`src/rtl/interrupt_controller.sv`:
```
// ---------------------------------------------------------------------------
// interrupt_controller
//   Eight-line prioritised interrupt controller feeding the microcode
//   sequencer. External IRQ lines are synchronised and rising-edge detected
//   into a pending register; a software-loaded mask selects which requests
//   may interrupt. A three-state FSM (IDLE/REQ/ACK) runs the request /
//   acknowledge handshake with the microcode.
//
// Parameters
//   VECTOR_BASE     base of the vector table; vector = base + 4*index (mod 256)
//
// Ports
//   clk             system clock, rising edge
//   arst_n          asynchronous active-low reset
//   irq_in[7:0]     async interrupt lines, rising-edge triggered, bit 0 highest
//   irq_en          global interrupt enable
//   mask_wrt        load mask from z_bus
//   z_bus[7:0]      mask load data
//   int_ack         level acknowledge from microcode
//   clear_all_ints  flush all pending requests and return to IDLE
//   int_pending     registered request to the sequencer (state == REQ)
//   int_vector[7:0] vector of the most recently acknowledged interrupt
//   pending[7:0]    raw pending register
//   mask[7:0]       current mask, 1 = enabled
// ---------------------------------------------------------------------------
module interrupt_controller #(
   parameter logic [7:0] VECTOR_BASE = 8'h00
) (
   input  logic       clk,
   input  logic       arst_n,
   input  logic [7:0] irq_in,
   input  logic       irq_en,
   input  logic       mask_wrt,
   input  logic [7:0] z_bus,
   input  logic       int_ack,
   input  logic       clear_all_ints,
   output logic       int_pending,
   output logic [7:0] int_vector,
   output logic [7:0] pending,
   output logic [7:0] mask
);

   typedef enum logic [1:0] {
      S_IDLE = 2'd0,
      S_REQ  = 2'd1,
      S_ACK  = 2'd2
   } state_t;

   // synchroniser and edge history
   logic [7:0] r_s1;
   logic [7:0] r_s2;
   logic [7:0] r_prev;

   // architectural state
   logic [7:0] r_pending;
   logic [7:0] r_mask;
   logic [7:0] r_vector;
   logic       r_int_pending;
   state_t     r_state;

   // combinational
   logic [7:0] w_edge;
   logic [7:0] w_active;
   logic       w_any;
   logic       w_req_ok;
   logic [2:0] w_sel;
   logic       w_take;
   logic [7:0] w_clr_vec;
   logic [7:0] w_pend_nxt;
   logic [7:0] w_vec_nxt;
   logic       w_int_pending_nxt;
   state_t     w_state_nxt;

   assign w_edge   = r_s2 & ~r_prev;
   assign w_active = r_pending & r_mask;   // pre-write mask even on a mask_wrt cycle
   assign w_any    = |w_active;
   assign w_req_ok = irq_en & w_any;

   // lowest set index of active wins; scan high to low so the last hit sticks
   always_comb begin
      w_sel = 3'd0;
      for (int i = 7; i >= 0; i--) begin
         if (w_active[i]) w_sel = i[2:0];
      end
   end

   // An ack is only honoured with something to grant; clear_all overrides it.
   assign w_take    = (r_state == S_REQ) & int_ack & w_any & ~clear_all_ints;
   assign w_clr_vec = w_take ? (8'b0000_0001 << w_sel) : 8'h00;

   // New edges are OR'd in after the clear so a set on the acked bit survives.
   assign w_pend_nxt = clear_all_ints ? 8'h00 : ((r_pending & ~w_clr_vec) | w_edge);

   // ------------------------------------------------------------------
   // synchroniser
   // ------------------------------------------------------------------
   always_ff @(posedge clk or negedge arst_n) begin
      if (!arst_n) begin
         r_s1   <= 8'h00;
         r_s2   <= 8'h00;
         r_prev <= 8'h00;
      end else begin
         r_s1   <= irq_in;
         r_s2   <= r_s1;
         r_prev <= r_s2;
      end
   end

   // ------------------------------------------------------------------
   // pending / mask / vector
   // ------------------------------------------------------------------
   always_ff @(posedge clk or negedge arst_n) begin
      if (!arst_n) begin
         r_pending <= 8'h00;
         r_mask    <= 8'h00;
         r_vector  <= VECTOR_BASE;
      end else begin
         r_pending <= w_pend_nxt;
         if (mask_wrt) r_mask <= z_bus;
         if (w_take)   r_vector <= w_vec_nxt;
      end
   end

   // ------------------------------------------------------------------
   // FSM: state register
   // ------------------------------------------------------------------
   always_ff @(posedge clk or negedge arst_n) begin
      if (!arst_n) begin
         r_state       <= S_IDLE;
         r_int_pending <= 1'b0;
      end else begin
         r_state       <= w_state_nxt;
         r_int_pending <= w_int_pending_nxt;
      end
   end

   // ------------------------------------------------------------------
   // FSM: next state
   // ------------------------------------------------------------------
   always_comb begin
      w_state_nxt = r_state;
      case (r_state)
         S_IDLE: if (w_req_ok) w_state_nxt = S_REQ;
         S_REQ: begin
            if (w_take)         w_state_nxt = S_ACK;
            else if (!w_req_ok) w_state_nxt = S_IDLE;  // request withdrawn
         end
         S_ACK:  if (!int_ack) w_state_nxt = S_IDLE;
         default: w_state_nxt = S_IDLE;
      endcase
      if (clear_all_ints) w_state_nxt = S_IDLE;
   end

   // ------------------------------------------------------------------
   // FSM: outputs (next-cycle values of the registered outputs)
   // ------------------------------------------------------------------
   always_comb begin
      w_int_pending_nxt = (w_state_nxt == S_REQ);
      w_vec_nxt         = VECTOR_BASE + {3'b000, w_sel, 2'b00};
   end

   assign int_pending = r_int_pending;
   assign int_vector  = r_vector;
   assign pending     = r_pending;
   assign mask        = r_mask;

endmodule

```
`config.mk`:
```
export PLATFORM = sky130hd
export DESIGN_NAME = interrupt_controller
export DESIGN_NICKNAME = d
export VERILOG_FILES = /design/src/rtl/interrupt_controller.sv
export SDC_FILE = /design/constraint.sdc
export NUM_CORES = 1
export LEC_CHECK = 0
export BUFFER_PORTS_ARGS = -buffer_cell sky130_fd_sc_hd__clkbuf_2
export CAP_MARGIN = 10
export CORE_MARGIN = 2
export CORE_UTILIZATION = 51
export DETAILED_ROUTE_END_ITERATION = 12
export GPL_TIMING_DRIVEN = 0
export PLACE_DENSITY = 0.78
export SLEW_MARGIN = 20
export SYNTH_ARGS = -nofsm -noshare
export SYNTH_HDL_FRONTEND = slang
export SYNTH_SLANG_ARGS = --single-unit
```
`constraint.sdc`:
```
create_clock -name clk -period 1.9 [get_ports clk]
set_input_delay 0.095 -clock clk [delete_from_list [all_inputs] [get_ports clk]]
set_output_delay 0.095 -clock clk [all_outputs]
set_load 0.05 [all_outputs]
```
==> summary.txt <==
Outcome
  • Run status: complete, no violations

Floorplan
  • Die Span X: between 60 and 70 µm
  • Starting density of the core: 0.531
  • Floorplan die area: 0.00393 mm²
  • Core Region: between 0.003 and 0.004 mm²
  • Placement row count: 21
  • I/O Pins: 47
  • Vertical die dimension: 62.7 µm

Pwr
  • Power dissipated by switching net loads: 0.717 mW
  • Leakage dissipation: about 1.2 nW
  • Pwr Density: around 1000 mW/mm²
  • Switching share of power: 0.301
  • Internal portion of total power: 1.66 mW
  • Share of total power in sequential cells: 0.476
  • Part of the total power dissipated in the clock network: 0.312
  • Worst supply voltage drop on vdd: 637 µV
  • Combinational fraction of design power: 0.212

Logic synthesis
  • Average cell area after synthesis: 12.7 µm²
  • Post-synthesis sequential area ratio: 0.655
  • Fraction of the mapped netlist area in compound gates: 0.119
  • Fraction of synthesized area in multiplexers: 0.0512
  • Number of cells produced by synthesis: 138
  • Register bit count reported by yosys: 46
  • Xor/xnor cell area share of the yosys netlist: 0
  • Largest family of logic cells by synthesized area: simple AND/OR/NAND/NOR gates
  • Unique cell type count in the Yosys netlist: 30
  • Simple-gate share of the synthesized area: 0.139
  • Total number of yosys warnings: 0
  • Combined area of all synthesized cells: between 0.0015 and 0.002 mm²
  • Post-synthesis share of cell area spent on full adders, half adders and majority gates: 0

Placement
  • GPL Wtd Cong: 0.803
  • Port Buffers: 40
  • Detailed-placement wirelength estimate: roughly 2300 µm

STA
  • Slew at the pin closest to its max-slew limit: between 0.9 and 1 ns
  • Slew Limit Fails: 0
  • Fin Hold WS: approximately 0.21 ns
  • Number of failing hold endpoints at the final stage: 0
  • Worst slew margin: 0.335
  • Time the worst path needs with I/O delays and setup: 1.58 ns
  • Final sum of negative setup slack: 0 ns
  • Max frequency: roughly 0.63 GHz
  • Worst Skew: between 0.007 and 0.008 ns
  • Fraction of the cycle the final worst path needs: 0.832
  • Setup repair after global routing missed its margin: false
  • Number of failing setup endpoints in the final timing report: 0

CTS
  • TritonCTS clock tree: built
  • Clock edge transition at the registers on the reported setup and hold paths: between 0.1 and 0.15 ns
  • Number of buffers added by the clock tree synthesis step: 5
  • Number of instances resized during post-cts repair: 0
  • Worst-case clock buffer depth: 2
  • CTS sink cnt: 46
  • Root cell of the clock tree: sky130_fd_sc_hd__clkbuf_4
  • Post-CTS Setup Repair Bufs: 0
  • Later-pin clock latency in the skew report: 0.36 ns
  • Number of H-tree branching levels: 2

Setup path
  • Crit Path Class: reg -> reg
  • Arrival time worst endpoint: ~1.8 ns
  • WP data required: around 2.2 ns
  • Reg-to-reg slack, setup: 0.32 ns
  • Critical path peak fanout: 6
  • Critical Path Sink Type: flip-flop
  • Critical path's top delay family: flip-flops
  • Crit start category: flip-flop
  • Slowest library cell on the worst path: sky130_fd_sc_hd__dfrtp_1
  • Crit path cell chain: a22oi_1 > nand4_1 > nand2_1 > mux2_1
  • CP peak stage delay: 0.46 ns
  • Buf+Inv Stages, Crit Path: 0

Final layout
  • Antenna fix cells: 0
  • Number of fill cells in the layout: between 200 and 300
  • Share of cells above drive strength 1: 0.311
  • Sequential cell area: ~0.0012 mm²
  • Net total in the final layout: 230
  • Syn-to-layout area delta: 32.7%
  • Area taken by multi-input logic gates: between 500 and 600 µm²

Hold path
  • Worst min-delay path category: in -> reg

Global routing
  • Antenna violations before repair: 0
  • Global Route Usage Sum: 0.199
  • Remaining global-route overflow: 0
  • Global-route wire length before repair: between 6000 and 7000 µm
  • Pin count of the biggest net entering global routing: 47
  • Vias in the first global route: between 1000 and 1500

Routing
  • 1st-pass router iterations: 4
  • Number of vias after detailed routing: 1258
  • Wire length after detailed routing: around 3600 µm
  • # DRC: 0
  • Post-detailed-route count of antenna-violating nets: 0
  • Routed len/inst: around 14 µm
  • Vias/cell: a little under 5
  • Initial drt markers: 74

Flow run
  • Maximum capacitance violations: 0
[layout make-up]
| type | count | share of cell area |
|---|---|---|
| clock inverter | 2 | 0.0258 |
| timing repair buffer | 59 | 0.167 |
| tap | 46 | 0.0247 |
| clock buffer | 6 | 0.0220 |
| inverter | 1 | 0.00161 |
| buffer | 8 | 0.0241 |
| sequential | 46 | 0.494 |
| multi-input combinational | 87 | 0.241 |
[Yosys cell counts]
cell,n,area share
sky130_fd_sc_hd__buf_4,5,0.021
sky130_fd_sc_hd__nor2_1,7,0.015
sky130_fd_sc_hd__inv_1,1,0.0021
sky130_fd_sc_hd__a22oi_4,2,0.024
sky130_fd_sc_hd__a31oi_1,1,0.0036
sky130_fd_sc_hd__o21ai_0,3,0.0085
sky130_fd_sc_hd__a22oi_1,2,0.0085
sky130_fd_sc_hd__nand4_1,1,0.0036
sky130_fd_sc_hd__a22o_1,3,0.015
sky130_fd_sc_hd__o31a_1,1,0.0050
sky130_fd_sc_hd__a21boi_0,1,0.0043
sky130_fd_sc_hd__a311oi_1,2,0.010
sky130_fd_sc_hd__a21oi_1,10,0.028
sky130_fd_sc_hd__conb_1,1,0.0021
sky130_fd_sc_hd__a211oi_1,1,0.0043
sky130_fd_sc_hd__nand2_1,18,0.038
sky130_fd_sc_hd__o31ai_2,1,0.0071
sky130_fd_sc_hd__buf_6,1,0.0064
sky130_fd_sc_hd__nand4_2,1,0.0071
sky130_fd_sc_hd__dfrtp_1,46,0.65
sky130_fd_sc_hd__nor3b_1,3,0.013
sky130_fd_sc_hd__nand3_1,3,0.0085
sky130_fd_sc_hd__nor3_1,1,0.0028
sky130_fd_sc_hd__and4bb_1,1,0.0071
sky130_fd_sc_hd__and2b_1,1,0.0043
sky130_fd_sc_hd__mux2_1,1,0.0064
sky130_fd_sc_hd__mux2_2,7,0.045
sky130_fd_sc_hd__nand2b_1,4,0.014
sky130_fd_sc_hd__nor2b_1,7,0.025
sky130_fd_sc_hd__clkbuf_1,2,0.0043
[flip-flops by register name, summed over array words and instances, names as in the netlist]
signal and cells:
int_pending 1, int_vector 3, mask 8, pending 8, r_prev 8, r_s1 8
r_s2 8, r_state 2
[power groups by stage]
stage / combinational (mW) / clock (mW) / sequential [mW]
3_3_place_gp: 0.463 / 0 / 1.14
2_1_floorplan: 0.153 / 0 / 1.33
4_1_cts: 0.506 / 0.764 / 1.13
3_5_place_dp: 0.473 / 0 / 1.15
6_report: 0.505 / 0.742 / 1.13
5_1_grt: 0.538 / 0.806 / 1.15
[stage by stage]
| stage | instance area [µm²] | total power [mW] | cells | utilization | worst slack [ns] |
|---|---|---|---|---|---|
| floorplan | 1770 | 1.49 | 142 | - | 0.285 |
| global placement | 2030 | 1.61 | 228 | 0.613 | 0.398 |
| detailed placement | 2030 | 1.62 | 228 | 0.613 | 0.343 |
| CTS | 2330 | 2.40 | 255 | 0.704 | 0.326 |
| global route | 2330 | 2.49 | 255 | 0.704 | 0.285 |
| finish | 2330 | 2.38 | 255 | 0.704 | 0.319 |
[cell families after synthesis]
kind of cell,Yosys count
AOI/OAI and AO/OA,27
and+or+nand+nor,47
other,1
DFF,46
muxes,8
buffers and inverters,9
[path summary, 6_finish.rpt]
path                       cells after the start             to       start
max                                            4  int_vector[2]  pending[4]
min                                            3        mask[2]    mask_wrt
max reg2reg                                    4  int_vector[2]  pending[4]
min reg2reg                                    0        r_s2[2]     r_s1[2]
max in group asynchronous                      2        mask[3]      arst_n
min in group asynchronous                      2    int_pending      arst_n
[timing repair]
item / 4_1_cts / 5_1_grt
hold buffers: 19 / 0
endpoints found under the setup margin: 0 / 0
hold endpoints to repair: 65 / 0
[worst min-delay path: stages]
cell                       delay [ns]
sky130_fd_sc_hd__clkbuf_1        0.25
sky130_fd_sc_hd__nand2_1         0.12
sky130_fd_sc_hd__o21ai_0         0.07
[layer usage]
layer,up-vias,GRT usage,share of wire
met5,-,0,0
met4,0,0.100,0.011
met3,6,0.0396,0.049
met2,43,0.351,0.53
met1,600,0.232,0.41
li1,609,-,-
[placed cells by master, fill, tap and decap left out]
master,count
sky130_fd_sc_hd__clkbuf_1,2
sky130_fd_sc_hd__a21boi_0,1
sky130_fd_sc_hd__a22o_1,3
sky130_fd_sc_hd__o21ai_0,3
sky130_fd_sc_hd__clkbuf_8,1
sky130_fd_sc_hd__mux2_2,7
sky130_fd_sc_hd__clkbuf_2,39
sky130_fd_sc_hd__nand2b_1,4
sky130_fd_sc_hd__nand3_1,3
sky130_fd_sc_hd__a22oi_1,2
sky130_fd_sc_hd__nand4_2,1
sky130_fd_sc_hd__and2b_1,1
sky130_fd_sc_hd__a22oi_4,2
sky130_fd_sc_hd__buf_4,5
sky130_fd_sc_hd__nand2_1,18
sky130_fd_sc_hd__conb_1,5
sky130_fd_sc_hd__nor3_1,1
sky130_fd_sc_hd__bufinv_16,2
sky130_fd_sc_hd__dfrtp_1,46
sky130_fd_sc_hd__o31a_1,1
sky130_fd_sc_hd__a311oi_1,2
sky130_fd_sc_hd__nor2b_1,7
sky130_fd_sc_hd__a21oi_1,10
sky130_fd_sc_hd__inv_1,1
sky130_fd_sc_hd__nor2_1,7
sky130_fd_sc_hd__nor3b_1,3
sky130_fd_sc_hd__a211oi_1,1
sky130_fd_sc_hd__buf_2,1
sky130_fd_sc_hd__clkbuf_4,5
sky130_fd_sc_hd__nand4_1,1
sky130_fd_sc_hd__dlygate4sd3_1,19
sky130_fd_sc_hd__a31oi_1,1
sky130_fd_sc_hd__o31ai_2,1
sky130_fd_sc_hd__buf_6,1
sky130_fd_sc_hd__and4bb_1,1
sky130_fd_sc_hd__mux2_1,1
Note: power is estimated with default switching activity, not from simulation.
